==> config.mk <==
export PLATFORM = sky130hd
export DESIGN_NAME = reg_file_mp
export DESIGN_NICKNAME = d
export VERILOG_FILES = /design/src/rtl/reg_file_mp.sv
export SDC_FILE = /design/constraint.sdc
export NUM_CORES = 2
export LEC_CHECK = 0
export CORE_MARGIN = 3
export CORE_UTILIZATION = 57
export DETAILED_ROUTE_END_ITERATION = 8
export GPL_ROUTABILITY_DRIVEN = 0
export HOLD_SLACK_MARGIN = 0.1
export PLACE_DENSITY = 0.84
export RECOVER_POWER = 50
export SKIP_CTS_REPAIR_TIMING = 1
export SLEW_MARGIN = 20
export SYNTH_ARGS = -nofsm -noshare
export SYNTH_HDL_FRONTEND = slang
export SYNTH_SLANG_ARGS = --single-unit
==> constraint.sdc <==
create_clock -name clk -period 2 [get_ports clk]
set_input_delay 0.4 -clock clk [delete_from_list [all_inputs] [get_ports clk]]
set_output_delay 0.4 -clock clk [all_outputs]
set_load 0.005 [all_outputs]
==> src/rtl/reg_file_mp.sv <==
// Multi-ported register file with x0 hardwired to zero, optional write-to-read
// bypass and a per-register busy scoreboard for pending writebacks.
module reg_file_mp #(
  parameter int XLEN         = 32,
  parameter int NUM_REGS     = 32,
  parameter int NUM_RD_PORTS = 2,
  parameter int BYPASS       = 0,
  localparam int ADDR_W      = $clog2(NUM_REGS)
) (
  input  logic                           clk,
  input  logic                           rst_n,
  input  logic [NUM_RD_PORTS*ADDR_W-1:0] rd_reg,
  output logic [NUM_RD_PORTS*XLEN-1:0]   rd_data,
  output logic [NUM_RD_PORTS-1:0]        rd_busy,
  input  logic                           wr_en,
  input  logic [ADDR_W-1:0]              wr_reg,
  input  logic [XLEN-1:0]                wr_data,
  input  logic                           issue_en,
  input  logic [ADDR_W-1:0]              issue_reg
);

  logic [XLEN-1:0]     regs_q [NUM_REGS];
  logic [XLEN-1:0]     regs_d [NUM_REGS];
  logic [NUM_REGS-1:0] busy_q;
  logic [NUM_REGS-1:0] busy_d;

  logic wr_act;
  logic issue_act;

  assign wr_act    = wr_en && (wr_reg != '0);
  assign issue_act = issue_en && (issue_reg != '0);

  // Issue is applied after the write so a same-cycle issue keeps the register busy.
  always_comb begin
    regs_d = regs_q;
    busy_d = busy_q;
    if (wr_act) begin
      regs_d[wr_reg] = wr_data;
      busy_d[wr_reg] = 1'b0;
    end
    if (issue_act) begin
      busy_d[issue_reg] = 1'b1;
    end
  end

  always_ff @(posedge clk or negedge rst_n) begin
    if (!rst_n) begin
      regs_q <= '{default: '0};
      busy_q <= '0;
    end else begin
      regs_q <= regs_d;
      busy_q <= busy_d;
    end
  end

  for (genvar i = 0; i < NUM_RD_PORTS; i++) begin : g_rd
    logic [ADDR_W-1:0] addr;
    logic              hit;

    assign addr = rd_reg[i*ADDR_W +: ADDR_W];
    // Forwarding is gated by reset so every read port is zero while in reset.
    assign hit  = (BYPASS != 0) && rst_n && wr_en && (wr_reg == addr);

    assign rd_data[i*XLEN +: XLEN] = (addr == '0) ? '0      :
                                     hit          ? wr_data :
                                                    regs_q[addr];

    assign rd_busy[i] = (addr == '0) ? 1'b0 :
                        hit          ? (issue_en && (issue_reg == addr)) :
                                       busy_q[addr];
  end

endmodule

=== After elaboration in Yosys (flattened, before gate mapping) ===
Index checks and enable logic that the tools add are counted.

* Order comparisons: 10
* Muxes and demuxes: 23
* Bitwise gates (word level): 6
* Reductions and logical operators: 9

{| class="wikitable"
|+ Operator list
! cell !! count
|-
| 1024-bit bitwise mux || 1
|-
| 32-bit binary-select mux with 5-bit select || 2
|-
| 32-bit 2-to-1 mux || 9
|-
| 32-bit demux with 5-bit select || 1
|-
| 32-bit AND || 1
|-
| 32-bit inverter || 1
|-
| 32-bit OR || 1
|-
| 5-bit by 6-bit less-than comparator with 1-bit output, second input constant || 4
|-
| 6-bit greater-or-equal comparator, second input constant || 3
|-
| 5-bit inverter with 6-bit output || 3
|-
| 1-bit binary-select mux with 5-bit select || 2
|-
| 1-bit demux with 5-bit select || 2
|-
| 5-bit by 1-bit greater-or-equal comparator with 1-bit output, second input constant || 2
|-
| 5-bit logical NOT || 2
|-
| 5-bit nonzero test || 2
|-
| 6-bit by 1-bit less-than comparator with 1-bit output, second input constant || 1
|-
| 1-bit 2-to-1 mux || 6
|-
| 1-bit logical AND || 5
|}

* Flip-flop bits (word level): 1,056
* Input bits: 56
* Output and inout port bits: 66
* Logic and storage cells: 81

=== Longest topological paths before layout ===
* Depth after elaboration: 9
* Depth in mapped cells: 8

=== Worst setup path after synthesis ===
Ideal clock, no wire load.

* Path type: input to output
* Start point: input port rd_reg[5]
* End point: output port rd_data[42]
* Arrival: 1,680 ps
* Path slack: -80 ps
* Stages on the path: 5
* Buffers on the path: 2
* Path through: buf_4 > buf_2 > mux4_2 > a211oi_1 > a311oi_1

* Word-level cells in the longest chain between the ends: 5
* Elaborated cells on any way between the ends: 6

{| class="wikitable"
|+ RTL lines
! what !! line !! text
|-
| start: declaration || 12 || <nowiki>input logic [NUM_RD_PORTS*ADDR_W-1:0] rd_reg,</nowiki>
|-
| 5-bit inverter with 6-bit output (implied by the code) || 66 || <nowiki>regs_q[addr];</nowiki>
|-
| 32-bit binary-select mux with 5-bit select || 66 ||
|-
| 32-bit 2-to-1 mux (implied by the code) (2 in series) || 66 ||
|-
| 32-bit 2-to-1 mux * || 64 || <nowiki>assign rd_data[i*XLEN +: XLEN] = (addr == '0) ? '0 :</nowiki>
|-
| end: declaration || 13 || <nowiki>output logic [NUM_RD_PORTS*XLEN-1:0] rd_data,</nowiki>
|}

Mark *: on every way between the ends. The rest lies on a longest branch, timed or not. The select of a mux whose other input is x is not followed.

=== Worst setup path after layout ===
* Start point: register regs_q[753] (netlist bit)
* End point: output port rd_data[17]

* Word-level cells in the longest chain between the ends: 4

{| class="wikitable"
|+ RTL lines
! what !! line !! text
|-
| start: declaration || 22 || <nowiki>logic [XLEN-1:0] regs_q [NUM_REGS];</nowiki>
|-
| start signal: assignment || 51 || <nowiki>regs_q <= regs_d;</nowiki>
|-
| 32-bit binary-select mux with 5-bit select || 66 ||
|-
| 32-bit 2-to-1 mux (implied by the code) (2 in series) || 66 ||
|-
| 32-bit 2-to-1 mux || 64 ||
|}

No other way between the ends. The select of a mux whose other input is x is not followed.

==> impl_metrics.csv <==
group,metric,value,unit
clock_network,cts_tree,"built",
finish,layout_common_cells,"1,056 x dfrtp_1, 952 x mux2_2, 604 x buf_4",
clock_network,clkTransAtPathRegs,60,ps
finish,final_layout_size_suffix_gt1_share,63.2,%
setup_path,endpoint_kind,"output port",
yosys,synth_cells,3774,
pwr,power_density,943,nW/um^2
floorplan,coreArea,99100,um^2
place,port_buffers,121,
worst_hold_path,hp-class,"reg2reg",
sta,min_period,3160,ps
floorplan,io_pins,122,
grt,grt_pass1_wl,286000,um
drt,drt_iter0_markers,6174,
yosys,synth_seq_area_share,46.0,%
finish,final_common_cell,"dfrtp_1",
yosys,synth-seq-cells,1056,
drt,drt-pass1-iter-count,5,
sta,fin_hold_ws,396,ps
finish,syn2layout_area_growth,23.1,%
yosys,yosys_warnings,0,
setup_path,path_class,"reg2out",
yosys,yosysTopAreaCellShare,46.0,%
clock_network,root_buffer,"clkbuf_16",
drt,via_per_inst,7.56,
clock_network,clk_latency,700,ps
finish,nNetsFinal,4412,
grt,grt_pass1_vias,43300,
sta,tightest_slew,1420,ps
status,violations,"setup timing",
clock_network,cts_buffers,108,
yosys,synth_edf_count,0,
sta,report.final.hold_viol_count,0,
finish,multi_input_area,29900,um^2
yosys,ys.flop_type,"dfrtp_1",
sta,rsz0062_at_grt,"yes",
finish,register_area,26400,um^2
floorplan,die_x,324,um
setup_path,cp_max_fo,3,
yosys,post_synth.cell_area_avg,15.2,um^2
drt,via_count,43300,
clock_network,clockBufferDepth,3,
grt,overflow,0,
sta,fin_worst_skew,0,ps
yosys,syn_nets,3830,
sta,slew_headroom,5.64,%
setup_path,critical_path.startpoint_type,"flip-flop",
finish,n_fill_cell,5571,
clock_network,htreeDepth,3,
sta,period_share,158,%
status,status,"finished, violations left",
place,dp_hpwl,128000,um
sta,setup_viol,639,
yosys,ys_types,53,
yosys,synth.area.top_cells,"dfrtp_1 46%, mux2_2 20%, mux4_2 14%, mux4_1 5.3%, mux2i_1 2.3%",
pwr,ir_worst_vdd,0.801,mV
floorplan,row_count,115,
sta,totalNegativeSetupSlack,-158800,ps
grt,grt_max_degree,127,
sta,maxSlewViolCount,0,
drt,detail-route-antenna-nets,0,
yosys,yosysTopAreaCell,"dfrtp_1",
clock_network,clock_sinks,1056,
floorplan,die-area,105000,um^2
yosys,async_flop_share,100,%
drt,wl_per_cell,37.1,um
drt,drc,0,
grt,antenna_found_initial,17,
job,maxCapViolations,0,
yosys,syn_area,57500,um^2
floorplan,start_util,58.0,%
pwr,p_leak,31.1,nW
sta,fin_ws,-1160,ps
floorplan,dieHeight,324,um
drt,drt_wl_total,213000,um
setup_path,cp_data_required_time,1600,ps
sta,max_freq,0.316,GHz
grt,grtUsageTotal,37.4,%
setup_path,worstPathArrival,2760,ps
## layout make-up
type / instances / area share (%)
clock buffers: 159 / 4.53
repair buffers: 920 / 13.0
clock inverters: 33 / 0.508
inverters: 8 / 0.0495
flip-flops and latches: 1056 / 37.4
multi-input cells: 2262 / 42.2
well taps: 1287 / 2.28
diodes: 4 / 0.0142
## sequential cells by signal, indices dropped and copies added (netlist names)
register,cells
busy_q,32
regs_q,1024
## power by group
group          leakage (nW)  switching (W)  internal (W)
logic                  15.9        0.00714       0.00974
clock network          1.76        0.00901        0.0118
registers              13.5        0.00356        0.0255
## synth_stat cells, types with 12 or more instances
master     number
dfrtp_1      1056
mux2_2       1004
mux4_2        347
clkbuf_1      180
buf_2         135
mux2i_1       132
mux4_1        115
o21ai_0        81
nor2b_1        72
a211oi_1       66
a22oi_1        66
a311oi_1       66
buf_6          65
buf_4          57
o21ai_1        56
mux2_1         54
nand2_1        48
a221oi_2       26
a221oi_1       25
o2111ai_1      15
nor2_1         12
## metal layers
| layer | track usage, % | vias up | part of all wire (%) |
|---|---|---|---|
| met2 | 55.3 | 4043 | 44 |
| li1 | - | 15800 | - |
| met3 | 14.3 | 1327 | 15 |
| met4 | 23.1 | 12 | 8.4 |
| met1 | 46.8 | 22100 | 33 |
| met5 | 0 | - | 0.067 |
## path summary, 6_finish.rpt
kind	start	end	slack, ps	cells after the start
min in group asynchronous	rst_n	regs_q[842]	560	2
worst min register to register	regs_q[1005]	regs_q[1005]	400	0
worst max register to register	regs_q[709]	regs_q[709]	970	3
worst min-delay path	regs_q[1005]	regs_q[1005]	400	0
worst max-delay path	regs_q[753]	rd_data[17]	-1160	6
max in group asynchronous	rst_n	regs_q[568]	-390	4
## stage by stage
step | instance area (um^2) | total power, W | instances | utilization [%] | setup slack (ps)
after CTS | 68700 | 0.0641 | 5657 | 69.3 | -1590
after floorplan | 57500 | 0.0373 | 3774 | - | -22.2
final | 70700 | 0.0667 | 5729 | 71.4 | -1160
after global placement | 65100 | 0.0424 | 5465 | 65.7 | -1460
after detailed placement | 65100 | 0.0434 | 5465 | 65.7 | -1460
after global routing | 70700 | 0.0684 | 5726 | 71.3 | -1160
## critical path: stages (launching register included)
cell	delay, ps
dfrtp_1	410
mux4_2	450
nor2b_1	150
a211oi_2	540
buf_4	240
a311oi_4	70
clkbuf_2	190
## logic make-up after synthesis
logic type / share of synthesized area, %
muxes: 41.9
DFF: 46.0
buffers and inverters: 4.71
AOI/OAI and AO/OA: 5.51
and+or+nand+nor: 1.94
No activity file was read; power rests on OpenSTA's default activity.
